### src/rtl/dmem_rmw_ctrl_pkg.sv
// Shared types for the data-memory access sequencer: FSM states and store-width codes.
package dmem_rmw_ctrl_pkg;

  typedef enum logic [2:0] {
    S_IDLE = 3'd0,
    S_RD   = 3'd1,
    S_CAP  = 3'd2,
    S_MRG  = 3'd3,
    S_WR   = 3'd4,
    S_DONE = 3'd5
  } state_t;

  typedef logic [1:0] sel_t;

  localparam sel_t SEL_NONE = 2'b00;
  localparam sel_t SEL_BYTE = 2'b01;
  localparam sel_t SEL_HALF = 2'b10;
  localparam sel_t SEL_WORD = 2'b11;

endpackage

### src/rtl/dmem_rmw_ctrl_if.sv
// Bus bundle between the MEM stage, the merge selector, the data RAM and the sequencer.
interface dmem_rmw_ctrl_if #(
  parameter int unsigned ADDR_W = 11
);
  import dmem_rmw_ctrl_pkg::*;

  logic              i_req;
  logic              i_we;
  sel_t              i_store_sel;
  logic [31:0]       i_addr;
  logic [31:0]       i_mrg_word;
  sel_t              o_mrg_sel;
  logic [31:0]       o_mrg_addr;
  logic [31:0]       o_mrg_old;
  logic [ADDR_W-1:0] o_mem_addr;
  logic [31:0]       i_mem_rdata;
  logic              o_mem_we;
  logic [31:0]       o_mem_wdata;
  logic [31:0]       o_rdata;
  logic              o_done;
  logic              o_stall;

  modport master (
    output i_req, i_we, i_store_sel, i_addr, i_mrg_word, i_mem_rdata,
    input  o_mrg_sel, o_mrg_addr, o_mrg_old, o_mem_addr, o_mem_we,
           o_mem_wdata, o_rdata, o_done, o_stall
  );

  modport slave (
    input  i_req, i_we, i_store_sel, i_addr, i_mrg_word, i_mem_rdata,
    output o_mrg_sel, o_mrg_addr, o_mrg_old, o_mem_addr, o_mem_we,
           o_mem_wdata, o_rdata, o_done, o_stall
  );

endinterface

### src/rtl/dmem_rmw_ctrl.sv
// Load/store sequencer for a synchronous-read data RAM; sub-word stores run
// read -> merge -> write, stalling the pipeline until done.
module dmem_rmw_ctrl
  import dmem_rmw_ctrl_pkg::*;
#(
  parameter int unsigned ADDR_W = 11
) (
  input logic             i_clk,
  input logic             i_rst,
  dmem_rmw_ctrl_if.slave  bus
);

  state_t            r_state;
  logic              r_we;
  sel_t              r_sel;
  logic [31:0]       r_addr;
  logic [31:0]       r_old;
  logic [31:0]       r_wbuf;
  logic [31:0]       r_rdata;
  logic [ADDR_W-1:0] r_mem_addr;
  logic              r_mem_we;
  logic              r_done;
  logic              w_wr_word;

  // mem_we and done are registered on the transition into WR / DONE
  always_ff @(posedge i_clk or posedge i_rst) begin
    if (i_rst) begin
      r_state    <= S_IDLE;
      r_we       <= 1'b0;
      r_sel      <= SEL_NONE;
      r_addr     <= '0;
      r_old      <= '0;
      r_wbuf     <= '0;
      r_rdata    <= '0;
      r_mem_addr <= '0;
      r_mem_we   <= 1'b0;
      r_done     <= 1'b0;
    end else begin
      r_mem_we <= 1'b0;
      r_done   <= 1'b0;
      case (r_state)
        S_IDLE: begin
          if (bus.i_req) begin
            r_we       <= bus.i_we;
            r_sel      <= bus.i_store_sel;
            r_addr     <= bus.i_addr;
            r_mem_addr <= bus.i_addr[ADDR_W+1:2];
            if (!bus.i_we) begin
              r_state <= S_RD;
            end else if (bus.i_store_sel == SEL_WORD) begin
              r_state  <= S_WR;
              r_mem_we <= 1'b1;
            end else if (bus.i_store_sel == SEL_NONE) begin
              r_state <= S_DONE;
              r_done  <= 1'b1;
            end else begin
              r_state <= S_RD;
            end
          end
        end
        S_RD: r_state <= S_CAP;
        S_CAP: begin
          r_old <= bus.i_mem_rdata;
          if (!r_we) begin
            r_rdata <= bus.i_mem_rdata;
            r_state <= S_DONE;
            r_done  <= 1'b1;
          end else begin
            r_state <= S_MRG;
          end
        end
        S_MRG: begin
          r_wbuf   <= bus.i_mrg_word;
          r_state  <= S_WR;
          r_mem_we <= 1'b1;
        end
        S_WR: begin
          r_state <= S_DONE;
          r_done  <= 1'b1;
        end
        S_DONE:  r_state <= S_IDLE;
        default: r_state <= S_IDLE;
      endcase
    end
  end

  // Word stores skip the merge cycle, so the selector output goes straight to RAM
  assign w_wr_word       = r_mem_we && (r_sel == SEL_WORD);
  assign bus.o_mem_wdata = w_wr_word ? bus.i_mrg_word : r_wbuf;

  assign bus.o_mem_we   = r_mem_we;
  assign bus.o_mem_addr = r_mem_addr;
  assign bus.o_mrg_sel  = r_sel;
  assign bus.o_mrg_addr = r_addr;
  assign bus.o_mrg_old  = r_old;
  assign bus.o_rdata    = r_rdata;
  assign bus.o_done     = r_done;
  assign bus.o_stall    = bus.i_req & ~r_done;

endmodule
### src/flat_wrapper.sv
// flat-port wrapper written by rule: the top's interface ports become plain ports
module dmem_rmw_ctrl_flat import dmem_rmw_ctrl_pkg::*;
#(
  parameter int unsigned ADDR_W = 11
)
  (i_clk, i_rst, bus_i_req, bus_i_we, bus_i_store_sel, bus_i_addr, bus_i_mrg_word, bus_i_mem_rdata, bus_o_mrg_sel, bus_o_mrg_addr, bus_o_mrg_old, bus_o_mem_addr, bus_o_mem_we, bus_o_mem_wdata, bus_o_rdata, bus_o_done, bus_o_stall);
  dmem_rmw_ctrl_if #(.ADDR_W(ADDR_W)) bus_i ();
  input logic i_clk;
  input logic i_rst;
  input wire logic [$bits(bus_i.i_req)-1:0] bus_i_req;
  input wire logic [$bits(bus_i.i_we)-1:0] bus_i_we;
  input wire logic [$bits(bus_i.i_store_sel)-1:0] bus_i_store_sel;
  input wire logic [$bits(bus_i.i_addr)-1:0] bus_i_addr;
  input wire logic [$bits(bus_i.i_mrg_word)-1:0] bus_i_mrg_word;
  input wire logic [$bits(bus_i.i_mem_rdata)-1:0] bus_i_mem_rdata;
  output wire logic [$bits(bus_i.o_mrg_sel)-1:0] bus_o_mrg_sel;
  output wire logic [$bits(bus_i.o_mrg_addr)-1:0] bus_o_mrg_addr;
  output wire logic [$bits(bus_i.o_mrg_old)-1:0] bus_o_mrg_old;
  output wire logic [$bits(bus_i.o_mem_addr)-1:0] bus_o_mem_addr;
  output wire logic [$bits(bus_i.o_mem_we)-1:0] bus_o_mem_we;
  output wire logic [$bits(bus_i.o_mem_wdata)-1:0] bus_o_mem_wdata;
  output wire logic [$bits(bus_i.o_rdata)-1:0] bus_o_rdata;
  output wire logic [$bits(bus_i.o_done)-1:0] bus_o_done;
  output wire logic [$bits(bus_i.o_stall)-1:0] bus_o_stall;
  assign bus_i.i_req = bus_i_req;
  assign bus_i.i_we = bus_i_we;
  assign bus_i.i_store_sel = bus_i_store_sel;
  assign bus_i.i_addr = bus_i_addr;
  assign bus_i.i_mrg_word = bus_i_mrg_word;
  assign bus_i.i_mem_rdata = bus_i_mem_rdata;
  assign bus_o_mrg_sel = bus_i.o_mrg_sel;
  assign bus_o_mrg_addr = bus_i.o_mrg_addr;
  assign bus_o_mrg_old = bus_i.o_mrg_old;
  assign bus_o_mem_addr = bus_i.o_mem_addr;
  assign bus_o_mem_we = bus_i.o_mem_we;
  assign bus_o_mem_wdata = bus_i.o_mem_wdata;
  assign bus_o_rdata = bus_i.o_rdata;
  assign bus_o_done = bus_i.o_done;
  assign bus_o_stall = bus_i.o_stall;
  dmem_rmw_ctrl #(.ADDR_W(ADDR_W)) u_core (.i_clk(i_clk), .i_rst(i_rst), .bus(bus_i));
endmodule
### config.mk
export PLATFORM = sky130hd
export DESIGN_NAME = dmem_rmw_ctrl_flat
export DESIGN_NICKNAME = d
export VERILOG_FILES = /design/src/rtl/dmem_rmw_ctrl_pkg.sv /design/src/rtl/dmem_rmw_ctrl_if.sv /design/src/rtl/dmem_rmw_ctrl.sv /design/src/flat_wrapper.sv
export SDC_FILE = /design/constraint.sdc
export NUM_CORES = 1
export LEC_CHECK = 0
export ABC_AREA = 1
export BUFFER_PORTS_ARGS = -buffer_cell sky130_fd_sc_hd__buf_4
export CAP_MARGIN = 15
export CORE_ASPECT_RATIO = 0.8
export CORE_UTILIZATION = 40
export DETAILED_ROUTE_END_ITERATION = 12
export PLACE_DENSITY = 0.72
export SLEW_MARGIN = 20
export SYNTH_ARGS = -nofsm -noshare
export SYNTH_HDL_FRONTEND = slang
export SYNTH_SLANG_ARGS = --single-unit
### constraint.sdc
create_clock -name i_clk -period 6.08 [get_ports i_clk]
set_input_delay 0.608 -clock i_clk [delete_from_list [all_inputs] [get_ports i_clk]]
set_output_delay 0.608 -clock i_clk [all_outputs]
set_load 0.05 [all_outputs]
==> impl_results.html <==
<table>
<tr><th>Metric</th><th>Value</th></tr>
<tr><th colspan="2">STA</th></tr>
<tr><td>Ratio of final minimum period to clock period</td><td>roughly half</td></tr>
<tr><td>Clock period minus worst slack</td><td>just under 3 ns</td></tr>
<tr><td>Setup Total Neg Slack</td><td>0 ns</td></tr>
<tr><td>Final Max Tran Viols</td><td>0</td></tr>
<tr><td>Worst Hold Slack</td><td>around 0.26 ns</td></tr>
<tr><td>FMAX</td><td>~340 MHz</td></tr>
<tr><td>Setup violations, final</td><td>0</td></tr>
<tr><td>Final hold violation count</td><td>0</td></tr>
<tr><td>Worst max-slew margin expressed relative to the limit</td><td>between 30% and 40%</td></tr>
<tr><td>RSZ-0062 raised after global routing</td><td>no</td></tr>
<tr><td>Post-route clock skew</td><td>between 0.006 and 0.007 ns</td></tr>
<tr><td>Tightest Pin Transition</td><td>0.966 ns</td></tr>
<tr><th colspan="2">Floorplanning</th></tr>
<tr><td>Starting utilization of the core area</td><td>between 40% and 50%</td></tr>
<tr><td>Count of standard-cell rows</td><td>38</td></tr>
<tr><td>Area of the die</td><td>between 10,000 and 15,000 sq um</td></tr>
<tr><td>Area of the core</td><td>approximately 14,000 sq um</td></tr>
<tr><td>I/O pin total</td><td>~250</td></tr>
<tr><td>Height of the die</td><td>around 110 um</td></tr>
<tr><td>Die W</td><td>~130 um</td></tr>
<tr><th colspan="2">Clock network</th></tr>
<tr><td>Count of buffers added by post-CTS timing repair for setup</td><td>0</td></tr>
<tr><td>Count of hold buffers inserted by post-cts repair</td><td>0</td></tr>
<tr><td>Insertion delay to the later sink of the worst-skew pair</td><td>approximately 0.40 ns</td></tr>
<tr><td>Buffers from clock root to sink, at most</td><td>2</td></tr>
<tr><td>Post-CTS sizing</td><td>0</td></tr>
<tr><td>Number of levels the H-tree was split into</td><td>4</td></tr>
<tr><td>Clock transition time at the flip-flop clock pins of the worst setup and hold paths</td><td>around 0.060 ns</td></tr>
<tr><td>Cell at the root of the clock tree</td><td>sky130_fd_sc_hd__clkbuf_16</td></tr>
<tr><td>CTS tree</td><td>yes</td></tr>
<tr><td>Number of CTS-inserted buffers</td><td>17</td></tr>
<tr><td>Sink Count</td><td>between 100 and 150</td></tr>
<tr><th colspan="2">Global routing</th></tr>
<tr><td>Largest net degree at the start of global routing</td><td>78</td></tr>
<tr><td>Wire length of the first global-routing pass</td><td>approximately 23,000 um</td></tr>
<tr><td>Number of antenna violations at the first check in global routing</td><td>0</td></tr>
<tr><td>Final global-route overflow total</td><td>0</td></tr>
<tr><td>Total track usage</td><td>20.9%</td></tr>
<tr><td>Via count of the first global-routing pass</td><td>approximately 4,600</td></tr>
<tr><th colspan="2">Route</th></tr>
<tr><td>Aggregate routed wire length</td><td>between 10,000 and 15,000 um</td></tr>
<tr><td>Initial detailed-routing violation count</td><td>175</td></tr>
<tr><td>Drt via density</td><td>4.55</td></tr>
<tr><td>Average wire per cell in the routed design</td><td>13.8 um</td></tr>
<tr><td>Drt pass-1 iters</td><td>4</td></tr>
<tr><td>Number of nets still failing antenna checks after routing</td><td>0</td></tr>
<tr><td>Count of vias placed by the detailed router</td><td>~4,800</td></tr>
<tr><td>Remaining routing DRC violations</td><td>0</td></tr>
<tr><th colspan="2">Setup path</th></tr>
<tr><td>Req. time, crit path</td><td>between 5 and 6 ns</td></tr>
<tr><td>Critical path start-end classification</td><td>reg2out</td></tr>
<tr><td>Element type at the critical path start</td><td>flip-flop</td></tr>
<tr><td>Crit end category</td><td>output port</td></tr>
<tr><td>Endpoint arrival time on the critical path</td><td>2.36 ns</td></tr>
<tr><td>Crit-path max FO</td><td>64</td></tr>
<tr><th colspan="2">Layout</th></tr>
<tr><td>Area grow syn2layout</td><td>43.0%</td></tr>
<tr><td>Number of diodes added for antenna fixing</td><td>0</td></tr>
<tr><td>Fin cells</td><td>approximately 1,100</td></tr>
<tr><td>Share of the core filled with cells</td><td>between 50% and 60%</td></tr>
<tr><td>Layout cell share with drive strength beyond 1</td><td>around a third</td></tr>
<tr><td>Net count reported at finish</td><td>between 900 and 1,000</td></tr>
<tr><td>Fillers</td><td>~1,200</td></tr>
<tr><th colspan="2">Synth</th></tr>
<tr><td>Portion of the post-synthesis area used by sequential elements</td><td>about three fifths</td></tr>
<tr><td>Synthesis Warnings</td><td>0</td></tr>
<tr><td>Number of register bits inferred by synthesis</td><td>around 140</td></tr>
<tr><td>Number of distinct standard cells referenced by the synthesized netlist</td><td>16</td></tr>
<tr><td>Post-Synthesis Net Count</td><td>747</td></tr>
<tr><td>Avg Cell Area, Syn</td><td>8.71 sq um</td></tr>
<tr><td>Summed instance area of the synthesized netlist</td><td>about 5600 sq um</td></tr>
<tr><td>Gate Count Post-Synth</td><td>643</td></tr>
<tr><th colspan="2">Placed design</th></tr>
<tr><td>HPWL after detailed placement</td><td>roughly 10,000 um</td></tr>
<tr><td>Number of placed cells counting well taps</td><td>1,029</td></tr>
<tr><td>Count of port buffers added during placement</td><td>245</td></tr>
<tr><td>Global placer's final weighted congestion</td><td>about 0.8</td></tr>
<tr><th colspan="2">Run status</th></tr>
<tr><td>Result of the run</td><td>finished clean</td></tr>
<tr><th colspan="2">Job</th></tr>
<tr><td>Maximum capacitance violations</td><td>0</td></tr>
<tr><th colspan="2">Min path</th></tr>
<tr><td>Hold Path Class</td><td>in2async</td></tr>
</table>
-- state kept, by name, summed over array words and instances (netlist names) --
| signal | flops |
|---|---|
| u_core.bus.o_mrg_sel | 2 |
| u_core.bus.o_done | 1 |
| u_core.r_wbuf | 32 |
| u_core.r_we | 1 |
| u_core.bus.o_mem_we | 1 |
| u_core.r_state | 3 |
| u_core.bus.o_rdata | 32 |
| u_core.bus.o_mrg_addr | 32 |
| u_core.bus.o_mrg_old | 32 |
-- worst max-delay path, cell delays in order, from the launching register on --
cell and delay (ns):
sky130_fd_sc_hd__dfrtp_1 0.38, sky130_fd_sc_hd__nand3_2 0.74, sky130_fd_sc_hd__o21ai_0 0.56, sky130_fd_sc_hd__buf_4 0.27
-- layer usage --
layer  vias up  GRT usage, %  share of wire (%)
li1       2440             -                  -
met3        11          7.72                8.9
met1      2197          27.0                 44
met2       184          32.9                 46
met5         -             0                  0
met4         0          5.94                1.1
-- cell usage after synthesis, drive strengths merged --
master	number	area, sq um
nand3	6	30.0
clkbuf	10	37.5
a31oi	1	6.26
ha	2	25.0
buf	32	233
o21ai	102	510
inv	45	169
dfrtp	136	3400
nand2	302	1140
nor2	7	48.8
-- path summary, 6_finish.rpt --
path	start	endpoint	slack (ns)	cells past startpoint
worst min-delay path	i_rst	u_core.bus.o_mrg_addr[24]$_DFFE_PP0P_	0.26	2
worst max register to register	u_core.r_state[0]$_DFFE_PP0P_	u_core.bus.o_mrg_sel[0]$_DFFE_PP0P_	3.81	6
max in group asynchronous	i_rst	u_core.r_wbuf[23]$_DFFE_PP0N_	4.45	3
worst min register to register	u_core.bus.o_mrg_addr[18]$_DFFE_PP0P_	u_core.bus.o_mrg_addr[18]$_DFFE_PP0P_	0.47	2
worst max-delay path	u_core.bus.o_mrg_sel[0]$_DFFE_PP0P_	bus_o_mem_wdata[8]	3.11	3
min in group i_clk	bus_i_addr[18]	u_core.bus.o_mrg_addr[18]$_DFFE_PP0P_	0.40	3
-- placed cells by master (no fill, tap or decap) --
cell type                    synthesis  routed
sky130_fd_sc_hd__nand3_2             0       1
sky130_fd_sc_hd__inv_2               3       3
sky130_fd_sc_hd__nand3_1             6       5
sky130_fd_sc_hd__clkinvlp_4          0       3
sky130_fd_sc_hd__buf_4              14     248
sky130_fd_sc_hd__bufinv_16           0       1
sky130_fd_sc_hd__clkbuf_8            0       2
sky130_fd_sc_hd__clkinv_4            0       3
sky130_fd_sc_hd__nand2_2             2       2
sky130_fd_sc_hd__dfrtp_1           136     136
sky130_fd_sc_hd__a31oi_1             1       1
sky130_fd_sc_hd__o21ai_0            42      42
sky130_fd_sc_hd__nand2_1           300     299
sky130_fd_sc_hd__clkbuf_16           0      17
sky130_fd_sc_hd__inv_1              42      41
sky130_fd_sc_hd__clkinv_2            0       3
sky130_fd_sc_hd__ha_1                2       2
sky130_fd_sc_hd__nor2_1              4       4
sky130_fd_sc_hd__inv_6               0       4
sky130_fd_sc_hd__nand2_4             0       1
sky130_fd_sc_hd__nor2_4              3       3
sky130_fd_sc_hd__o21ai_1            60      60
-- through the flow --
stage          setup slack [ns]  cell area [sq um]
6_report                   3.11               8010
4_1_cts                    3.10               8000
3_3_place_gp               3.65               7430
5_1_grt                    2.87               8010
3_5_place_dp               3.53               7430
2_1_floorplan              1.83               5600
-- cells by family after synthesis --
| family | after synthesis | share of synthesized area (%) |
|---|---|---|
| flip-flops | 136 | 60.8 |
| AO/OA/AOI/OAI | 103 | 9.23 |
| adder cells (fa/ha/maj) | 2 | 0.447 |
| AND/OR/NAND/NOR | 315 | 21.7 |
| buffers and inverters | 87 | 7.84 |
-- final cells by class --
| cell class | instances | area (sq um) | share of cell area, % |
|---|---|---|---|
| Clock inverter | 13 | 120 | 1.50 |
| Clock buffer | 19 | 453 | 5.66 |
| Tap cell | 180 | 225 | 2.81 |
| Timing Repair Buffer | 248 | 1860 | 23.2 |
| Multi-Input combinational cell | 420 | 1770 | 22.1 |
| Inverter | 45 | 174 | 2.17 |
| Sequential cell | 136 | 3400 | 42.5 |
Power is not shown: default switching activity piles up to over one toggle a cycle in this logic, so the estimate is an artifact.
